## config.mk

```make
export PLATFORM = sky130hd
export DESIGN_NAME = sev_seg_scan_flat
export DESIGN_NICKNAME = d
export VERILOG_FILES = /design/src/rtl/sev_seg_pkg.sv /design/src/rtl/sev_seg_scan_if.sv /design/src/rtl/sev_seg_glyph.sv /design/src/rtl/sev_seg_scan.sv /design/src/flat_wrapper.sv
export SDC_FILE = /design/constraint.sdc
export NUM_CORES = 1
export LEC_CHECK = 0
export CORE_ASPECT_RATIO = 0.75
export CORE_UTILIZATION = 30
export DETAILED_ROUTE_END_ITERATION = 8
export HOLD_SLACK_MARGIN = 0.05
export PLACE_DENSITY_LB_ADDON = 0.1
export SYNTH_ARGS = -nofsm -noshare
export SYNTH_HDL_FRONTEND = slang
export SYNTH_SLANG_ARGS = --single-unit
```

## constraint.sdc

```tcl
create_clock -name clk -period 3.4 [get_ports clk]
set_clock_uncertainty 0.15 [all_clocks]
set_input_delay 0.68 -clock clk [delete_from_list [all_inputs] [get_ports clk]]
set_output_delay 0.68 -clock clk [all_outputs]
set_load 0.02 [all_outputs]
```

## src/rtl/sev_seg_pkg.sv

```systemverilog
// Shared constants for the multiplexed seven-segment driver.
// Glyph bytes are active-low {dp,g,f,e,d,c,b,a} with dp off.
package sev_seg_pkg;

    localparam int CODE_W = 5;

    typedef logic [CODE_W-1:0] code_t;

    localparam code_t CODE_H     = 5'h10;
    localparam code_t CODE_DASH  = 5'h11;
    localparam code_t CODE_BLANK = 5'h1F;

    localparam logic [7:0] GLYPH_BLANK = 8'hFF;
    localparam logic [7:0] GLYPH_H     = 8'h89;
    localparam logic [7:0] GLYPH_DASH  = 8'hBF;

    localparam logic [0:15][7:0] GLYPH_HEX = {
        8'hC0, 8'hF9, 8'hA4, 8'hB0,
        8'h99, 8'h92, 8'h82, 8'hF8,
        8'h80, 8'h90, 8'h88, 8'h83,
        8'hC6, 8'hA1, 8'h86, 8'h8E
    };

endpackage

```

## src/rtl/sev_seg_scan_if.sv

```systemverilog
// Controller-facing bundle of the display driver.
// master = code supplier, slave = sev_seg_scan.
interface sev_seg_scan_if #(
    parameter int NUM_DIGITS = 4
);
    import sev_seg_pkg::*;

    logic                               load;
    logic [NUM_DIGITS-1:0][CODE_W-1:0]  digits_in;
    logic [NUM_DIGITS-1:0]              dp_in;
    logic [NUM_DIGITS-1:0]              blink_en;
    logic                               enable;
    logic [7:0]                         seg_out;
    logic [NUM_DIGITS-1:0]              an_out;

    modport master (
        output load, digits_in, dp_in, blink_en, enable,
        input  seg_out, an_out
    );

    modport slave (
        input  load, digits_in, dp_in, blink_en, enable,
        output seg_out, an_out
    );

endinterface

```

## src/rtl/sev_seg_glyph.sv

```systemverilog
// 5-bit glyph code to active-low g..a segment pattern.
// Hex 0-F, H, dash; every other code is blank.
module sev_seg_glyph
    import sev_seg_pkg::*;
(
    input  code_t      i_code,
    output logic [6:0] o_seg
);

    always_comb begin
        o_seg = GLYPH_BLANK[6:0];
        unique case (1'b1)
            (i_code[4] == 1'b0):   o_seg = GLYPH_HEX[i_code[3:0]][6:0];
            (i_code == CODE_H):    o_seg = GLYPH_H[6:0];
            (i_code == CODE_DASH): o_seg = GLYPH_DASH[6:0];
            default:               o_seg = GLYPH_BLANK[6:0];
        endcase
    end

endmodule

```

## src/rtl/sev_seg_scan.sv

```systemverilog
// Time-multiplexed N-digit common-anode driver with shadowed
// codes, per-digit dp and blink, and a global blanking enable.
module sev_seg_scan
    import sev_seg_pkg::*;
#(
    parameter int NUM_DIGITS = 4,
    parameter int SCAN_DIV   = 50000,
    parameter int BLINK_DIV  = 12500000
)(
    input  logic         clk,
    input  logic         rst_n,
    sev_seg_scan_if.slave bus
);

    localparam int PW = $clog2(SCAN_DIV);
    localparam int BW = $clog2(BLINK_DIV);
    localparam int IW = (NUM_DIGITS > 1) ? $clog2(NUM_DIGITS) : 1;

    logic [NUM_DIGITS-1:0][CODE_W-1:0] r_code;
    logic [NUM_DIGITS-1:0]             r_dp;
    logic [NUM_DIGITS-1:0]             r_blink;
    logic [PW-1:0]                     r_pre;
    logic [IW-1:0]                     r_idx;
    logic [BW-1:0]                     r_bcnt;
    logic                              r_phase;
    logic [7:0]                        r_seg;
    logic [NUM_DIGITS-1:0]             r_an;

    logic       w_pre_wrap;
    logic       w_idx_wrap;
    logic       w_bcnt_wrap;
    logic       w_dark;
    logic [6:0] w_glyph;

    assign w_pre_wrap  = (r_pre == PW'(SCAN_DIV - 1));
    assign w_idx_wrap  = (r_idx == IW'(NUM_DIGITS - 1));
    assign w_bcnt_wrap = (r_bcnt == BW'(BLINK_DIV - 1));
    assign w_dark      = r_phase & r_blink[r_idx];

    sev_seg_glyph u_glyph (
        .i_code (r_code[r_idx]),
        .o_seg  (w_glyph)
    );

    always_ff @(posedge clk or negedge rst_n) begin
        if (!rst_n) begin
            r_code  <= {NUM_DIGITS{CODE_BLANK}};
            r_dp    <= '0;
            r_blink <= '0;
        end else if (bus.load) begin
            r_code  <= bus.digits_in;
            r_dp    <= bus.dp_in;
            r_blink <= bus.blink_en;
        end
    end

    // Counters freeze while blanked so scanning resumes in place.
    always_ff @(posedge clk or negedge rst_n) begin
        if (!rst_n) begin
            r_pre   <= '0;
            r_idx   <= '0;
            r_bcnt  <= '0;
            r_phase <= 1'b0;
        end else if (bus.enable) begin
            r_pre <= w_pre_wrap ? '0 : r_pre + PW'(1);
            if (w_pre_wrap)
                r_idx <= w_idx_wrap ? '0 : r_idx + IW'(1);
            r_bcnt <= w_bcnt_wrap ? '0 : r_bcnt + BW'(1);
            if (w_bcnt_wrap)
                r_phase <= ~r_phase;
        end
    end

    // Anode and segments come from the same index in one register.
    always_ff @(posedge clk or negedge rst_n) begin
        if (!rst_n) begin
            r_seg <= GLYPH_BLANK;
            r_an  <= '1;
        end else if (!bus.enable) begin
            r_seg <= GLYPH_BLANK;
            r_an  <= '1;
        end else begin
            r_an  <= ~(NUM_DIGITS'(1) << r_idx);
            r_seg <= w_dark ? GLYPH_BLANK : {~r_dp[r_idx], w_glyph};
        end
    end

    assign bus.seg_out = r_seg;
    assign bus.an_out  = r_an;

endmodule

```

## src/flat_wrapper.sv

```systemverilog
// flat-port wrapper written by rule: the top's interface ports become plain ports
module sev_seg_scan_flat import sev_seg_pkg::*;
#(
    parameter int NUM_DIGITS = 4,
    parameter int SCAN_DIV   = 50000,
    parameter int BLINK_DIV  = 12500000
)
  (clk, rst_n, bus_load, bus_digits_in, bus_dp_in, bus_blink_en, bus_enable, bus_seg_out, bus_an_out);
  sev_seg_scan_if #(.NUM_DIGITS(NUM_DIGITS)) bus_i ();
  input  logic clk;
  input  logic rst_n;
  input wire logic [$bits(bus_i.load)-1:0] bus_load;
  input wire logic [$bits(bus_i.digits_in)-1:0] bus_digits_in;
  input wire logic [$bits(bus_i.dp_in)-1:0] bus_dp_in;
  input wire logic [$bits(bus_i.blink_en)-1:0] bus_blink_en;
  input wire logic [$bits(bus_i.enable)-1:0] bus_enable;
  output wire logic [$bits(bus_i.seg_out)-1:0] bus_seg_out;
  output wire logic [$bits(bus_i.an_out)-1:0] bus_an_out;
  assign bus_i.load = bus_load;
  assign bus_i.digits_in = bus_digits_in;
  assign bus_i.dp_in = bus_dp_in;
  assign bus_i.blink_en = bus_blink_en;
  assign bus_i.enable = bus_enable;
  assign bus_seg_out = bus_i.seg_out;
  assign bus_an_out = bus_i.an_out;
  sev_seg_scan #(.NUM_DIGITS(NUM_DIGITS), .SCAN_DIV(SCAN_DIV), .BLINK_DIV(BLINK_DIV)) u_core (.clk(clk), .rst_n(rst_n), .bus(bus_i));
endmodule
```

==> summary.txt, run 1 <==
share of the synthesized area in the top cell type - 30.9%
largest family of logic cells by synthesized area - simple AND/OR/NAND/NOR gates
pin count of the biggest net entering global routing - 72
R2R Path Start - u_core.r_idx[0]
Pleak - 2.12 nW
crit-path max FO - 6
Synth async-reset ratio - 100%
Critical Path End Type - register
maximum VDD drop - 233 µV
WL/cell - 15.0 µm
I/O pin count - 44
post-synthesis compound-gate area fraction - 4.45%
multi-input combinational cell area - 1900 µm²
Worst-path clk slew - 0.07 ns
drt drc - 0
post-synthesis mux area share - 13.0%
non-filler cells, final - 574
Post-Synth XOR/XNOR Area - 7.21%
cell area after synthesis - 4130 µm²
Initial Utilization - 31.3%
dpl cells - 558
worst min path class - input port to asynchronous set/reset pin
worst-skew pair later-pin latency - 0.34 ns
Syn Nets - 395
Die Area - 14200 µm²
register area share after synthesis - 51.3%
clk sink count - 83
DRT iter0 DRCs - 112
final setup fails - 0
Fillers - 1278
Via density - 4.84
post-DP HPWL - 6140 µm
most common cell after layout, fill and taps aside - dfrtp_1
yosys warns - 0
Crit-path slowest cell - mux4_2
die width - 137 µm
Req. time, crit path - 3.52 ns
antenna violations before repair - 0
cts hold-fix bufs - 0
reg2reg end - u_core.bus.seg_out[4]
Tmin final - 2.62 ns
ys flop type - dfrtp_1
register area - 2120 µm²
Core ar. - 13200 µm²
gr usage total - 13.2%
Ant. Diodes - 0
CP startpoint - u_core.r_idx[0]
Pwr Total - 0.00262 W
commonest cells after routing, fill and taps aside - dfrtp_1, clkdlybuf4s50_1, dfstp_2, nand2_1, mux2_2
Crit path largest cell delay - 0.66 ns
TNS Setup - 0 ns
cells along the critical path - mux4_2 > ha_1 > or4_1 > o2111a_1 > o21ai_1
unrepaired setup endpoints after global routing - no
Final Cycle Share - 77.1%
fin. max-slew vios - 0
final hold violation count - 0
TritonCTS clock tree - yes
Worst setup SP type - register
critical path type - register to register
row count - 36
syn_area_per_cell - 11.8 µm²
CP arrival - 2.74 ns
Final ANT Viol Nets - 0
r2r setup slk - 0.78 ns
Post-Synth Simple-Gate Area - 17.8%
adder-cell share of the synthesized area - 3.64%
number of global-route vias before repair - 2834
maxcap violations - 0
Synth-to-Final Area Change - 22.8%
TritonRoute pass-1 iters - 4
Synth Register Bits - 83
Critical Path Sink - u_core.bus.seg_out[4]
Relative slew margins - 39.6%
EDFF count, synth - 0
Overflow after GRT - 0
Post-CTS Repair Setup Buffers - 0
CTS root buffer - clkbuf_16
maximum achievable frequency - 382 MHz
H-tree depth - 3
number of buffer cells added on primary ports - 43
Cell Pwr Density - 517 nW/µm²
share of cells above drive strength 1 - 26.6%
Total Routed Length - 8600 µm
total CTS buffers - 9
R2R depth - 5
Final GP Congestion - 0.773
Synth area leader - dfrtp_1
status - finished, final reports clean
distinct cell type count after synthesis - 54
chip height - 104 µm
measured slew at the worst slew-check pin - 0.906 ns
CTS Buffer Depth - 2
Area contributors post-synth - dfrtp_1, dfstp_2, mux2_2
Via Count - 2779
Mapped Cells - 351
first-pass GRT wire length - 14600 µm
nets@finish - 442
post-cts gate resize count - 0
-- layer usage --
layer / wire length (µm) / track usage, % / share of wire (%) / vias to the layer above
li1: - / - / - / 1338
met4: 90 / 3.53 / 1.0 / 0
met2: 3510 / 17.9 / 41 / 60
met3: 337 / 3.57 / 3.9 / 10
met5: 0 / 0 / 0 / -
met1: 4660 / 20.1 / 54 / 1371
-- power by group --
part	leakage [nW]	total (W)	internal [W]	switching, W
clock	0.162	0.00108	0.000657	0.000425
combinational	0.967	0.000336	0.000176	0.000161
sequential	0.989	0.00120	0.00111	0.0000923
total	2.12	0.00262	0.00194	0.000678
-- cell families after synthesis --
kind of cell | Yosys count
AO/OA/AOI/OAI | 28
XOR/XNOR | 34
buffers and inverters | 22
AND/OR/NAND/NOR | 131
flip-flops | 83
adder cells (fa/ha/maj) | 12
multiplexers | 41
-- worst max-delay path: cells and delay by family, from the launching register on --
family,cells,cell delay [ns]
and+or+nand+nor,1,0.52
adders and majority gates,1,0.31
AOI/OAI and AO/OA,2,0.30
DFF,1,0.60
muxes,1,0.66
-- synth_stat cells (3+ instances only) --
cell type / number
clkbuf_1: 7
mux2_2: 28
xnor2_1: 13
mux2i_1: 4
inv_1: 8
o21ai_1: 7
o21ai_0: 3
xor2_1: 21
nand3b_1: 3
nand4_1: 10
o211ai_1: 3
nor2_2: 10
and3_1: 6
dfstp_2: 32
nor2_1: 22
and4_1: 3
nand3_1: 16
ha_1: 12
mux4_2: 7
dfrtp_1: 51
nand4b_1: 3
nor3_1: 6
nand2_1: 30
a21oi_1: 4
or4_1: 4
and2_1: 4
-- state kept, by name, summed over array words and instances (netlist names) --
name	cells
u_core.bus.an_out	4
u_core.bus.seg_out	8
u_core.r_bcnt	24
u_core.r_blink	4
u_core.r_code	20
u_core.r_dp	4
u_core.r_idx	2
u_core.r_phase	1
u_core.r_pre	16
-- worst min-delay path by stage --
stage                           from               end  depth (start not counted)
floorplan                      rst_n  u_core.r_bcnt[0]                          0
global placement      u_core.r_phase    u_core.r_phase                          1
detailed placement    u_core.r_phase    u_core.r_phase                          1
CTS                   u_core.r_phase    u_core.r_phase                          1
global route        u_core.r_pre[12]  u_core.r_pre[12]                          1
finish                         rst_n  u_core.r_pre[15]                          1
-- cell type report --
| cell class | instances | area share (%) |
|---|---|---|
| Inverter | 9 | 0.666 |
| Clock inverter | 7 | 2.05 |
| Multi-Input combinational cell | 246 | 37.5 |
| Tap cell | 171 | 4.22 |
| Sequential cell | 83 | 41.8 |
| Clock buffer | 9 | 4.44 |
| Timing Repair Buffer | 49 | 9.33 |
-- metrics by stage --
stage | setup WS (ns) | hold slack [ns] | utilization (%) | cell area (µm²)
final | 0.779 | 0.306 | 38.4 | 5070
after global routing | 0.654 | 0.350 | 38.4 | 5070
after CTS | 0.743 | 0.322 | 38.4 | 5070
after detailed placement | 0.753 | 0.313 | 35.9 | 4740
after global placement | 0.749 | 0.319 | 35.9 | 4740
after floorplan | 0.862 | 0.234 | - | 4130
Power figures use the tool's default switching activity.
==> run 2, diff against run 1 <==
clock period = 2.3 ns   (was 3.4 ns; I/O delays follow)
==> summary.txt, run 2 (synthesis gave the netlist of run 1 again) <==
WL/cell - 15.1 µm
status - finished, final reports clean
Largest register FFs - 24
unrepaired setup endpoints after global routing - no
I/O pin count - 44
Via Count - 2875
most common cell after layout, fill and taps aside - dfrtp_1
Area after DPL - 4940 µm²
Req. time, crit path - 2.41 ns
Relative slew margins - 67.9%
gr usage total - 14.0%
critical path type - register to register
dpl cells - 580
Worst-path clk slew - 0.06 ns
fin. max-slew vios - 0
pin count of the biggest net entering global routing - 37
total CTS buffers - 9
Ant. Diodes - 0
Pleak - 2.28 nW
first-pass GRT wire length - 15100 µm
Cell Pwr Density - 700 nW/µm²
die width - 137 µm
hold slack final - 0.315 ns
H-tree depth - 3
maximum VDD drop - 375 µV
Biggest register - u_core.r_bcnt
CTS root buffer - clkbuf_16
TritonCTS clock tree - yes
chip height - 104 µm
antenna violations before repair - 0
post-DP HPWL - 6620 µm
Initial Utilization - 31.3%
worst-skew pair later-pin latency - 0.34 ns
Critical Path End Type - register
row count - 36
measured slew at the worst slew-check pin - 0.482 ns
crit-path max FO - 5
Final Cycle Share - 96.4%
design area - 5300 µm²
DRT iter0 DRCs - 169
share of cells above drive strength 1 - 32.3%
worst min path class - register to register
Synth-to-Final Area Change - 28.4%
TritonRoute pass-1 iters - 4
number of buffer cells added on primary ports - 43
non-filler cells, final - 605
final setup fails - 0
commonest cells after routing, fill and taps aside - dfrtp_1, clkdlybuf4s50_1, buf_4, dfstp_2, nand2_1
Pwr Total - 0.00371 W
Fillers - 1263
Overflow after GRT - 0
Worst setup SP type - register
maxcap violations - 0
nets@finish - 473
final hold violation count - 0
CP arrival - 2.33 ns
Tmin final - 2.22 ns
Via density - 4.75
Regs by FF count - u_core.r_bcnt (24), u_core.r_code (20), u_core.r_pre (16)
core utilization of the finished layout - 40.2%
Die Area - 14200 µm²
Core ar. - 13200 µm²
CTS Buffer Depth - 2
drt drc - 0
number of global-route vias before repair - 2857
clk sink count - 83
Total Routed Length - 9120 µm
Final GP Congestion - 0.821
maximum achievable frequency - 451 MHz
Final ANT Viol Nets - 0
run 2: changes by cell type in the layout (fill, tap and decap cells not counted), sizes merged:
cell	change
buf	+30
dlygate4sd3	+1
clkinv	+4
clkbuf	+1
bufinv	-2
inv	-3
run 2: final timing paths:
| path | startpoint | endpoint | slack (ns) | depth (start not counted) |
|---|---|---|---|---|
| min reg2reg | u_core.r_phase | u_core.r_phase | 0.32 | 1 |
| min in group asynchronous | rst_n | u_core.r_pre[6] | 0.47 | 2 |
| max reg2reg | u_core.r_bcnt[16] | u_core.r_phase | 0.08 | 5 |
| max in group asynchronous | rst_n | u_core.r_bcnt[6] | 0.88 | 3 |
| max | u_core.r_bcnt[16] | u_core.r_phase | 0.08 | 5 |
| min | u_core.r_phase | u_core.r_phase | 0.32 | 1 |
run 2: through the flow:
step | TNS, ns | setup WS [ns]
2_1_floorplan | 0 | 0.0385
3_3_place_gp | -0.00888 | -0.00888
3_5_place_dp | -0.0181 | -0.00932
4_1_cts | 0 | 0.0487
5_1_grt | 0 | 0.000425
6_report | 0 | 0.0825
run 2: where the power goes:
part	leakage, nW	internal [W]	switching, W	total, W
Clock	0.143	0.000762	0.000613	0.00138
Combinational	1.15	0.000303	0.000259	0.000562
Sequential	0.988	0.00164	0.000131	0.00177
run 2: worst max-delay path, stage by stage (launching register included):
cell and delay, ns:
dfrtp_1 0.37, or4b_1 0.56, or4_4 0.54, nor4_4 0.17, buf_4 0.21, xor2_1 0.14
run 2: area by class of cell:
class,instances,area [µm²],share of cell area [%]
sequential,83,2120,39.9
multi-input combinational,246,1920,36.2
timing repair buffer,80,737,13.9
clock buffer,10,239,4.51
tap,171,214,4.03
clock inverter,6,38.8,0.731
inverter,9,33.8,0.637
run 2: routing by layer:
layer | track usage, % | vias up | wire length (µm)
met5 | 0 | - | 0
met4 | 4.71 | 0 | 122
met3 | 3.43 | 12 | 376
met2 | 17.9 | 65 | 3660
met1 | 22.4 | 1400 | 4960
li1 | - | 1398 | -
run 2: what timing repair did:
item | CTS | global route
hold buffers | 1 | 0
buffers inserted | 0 | 8
hold endpoints to repair | 7 | 0
resized for setup | 0 | 3
setup endpoints to repair | 0 | 5
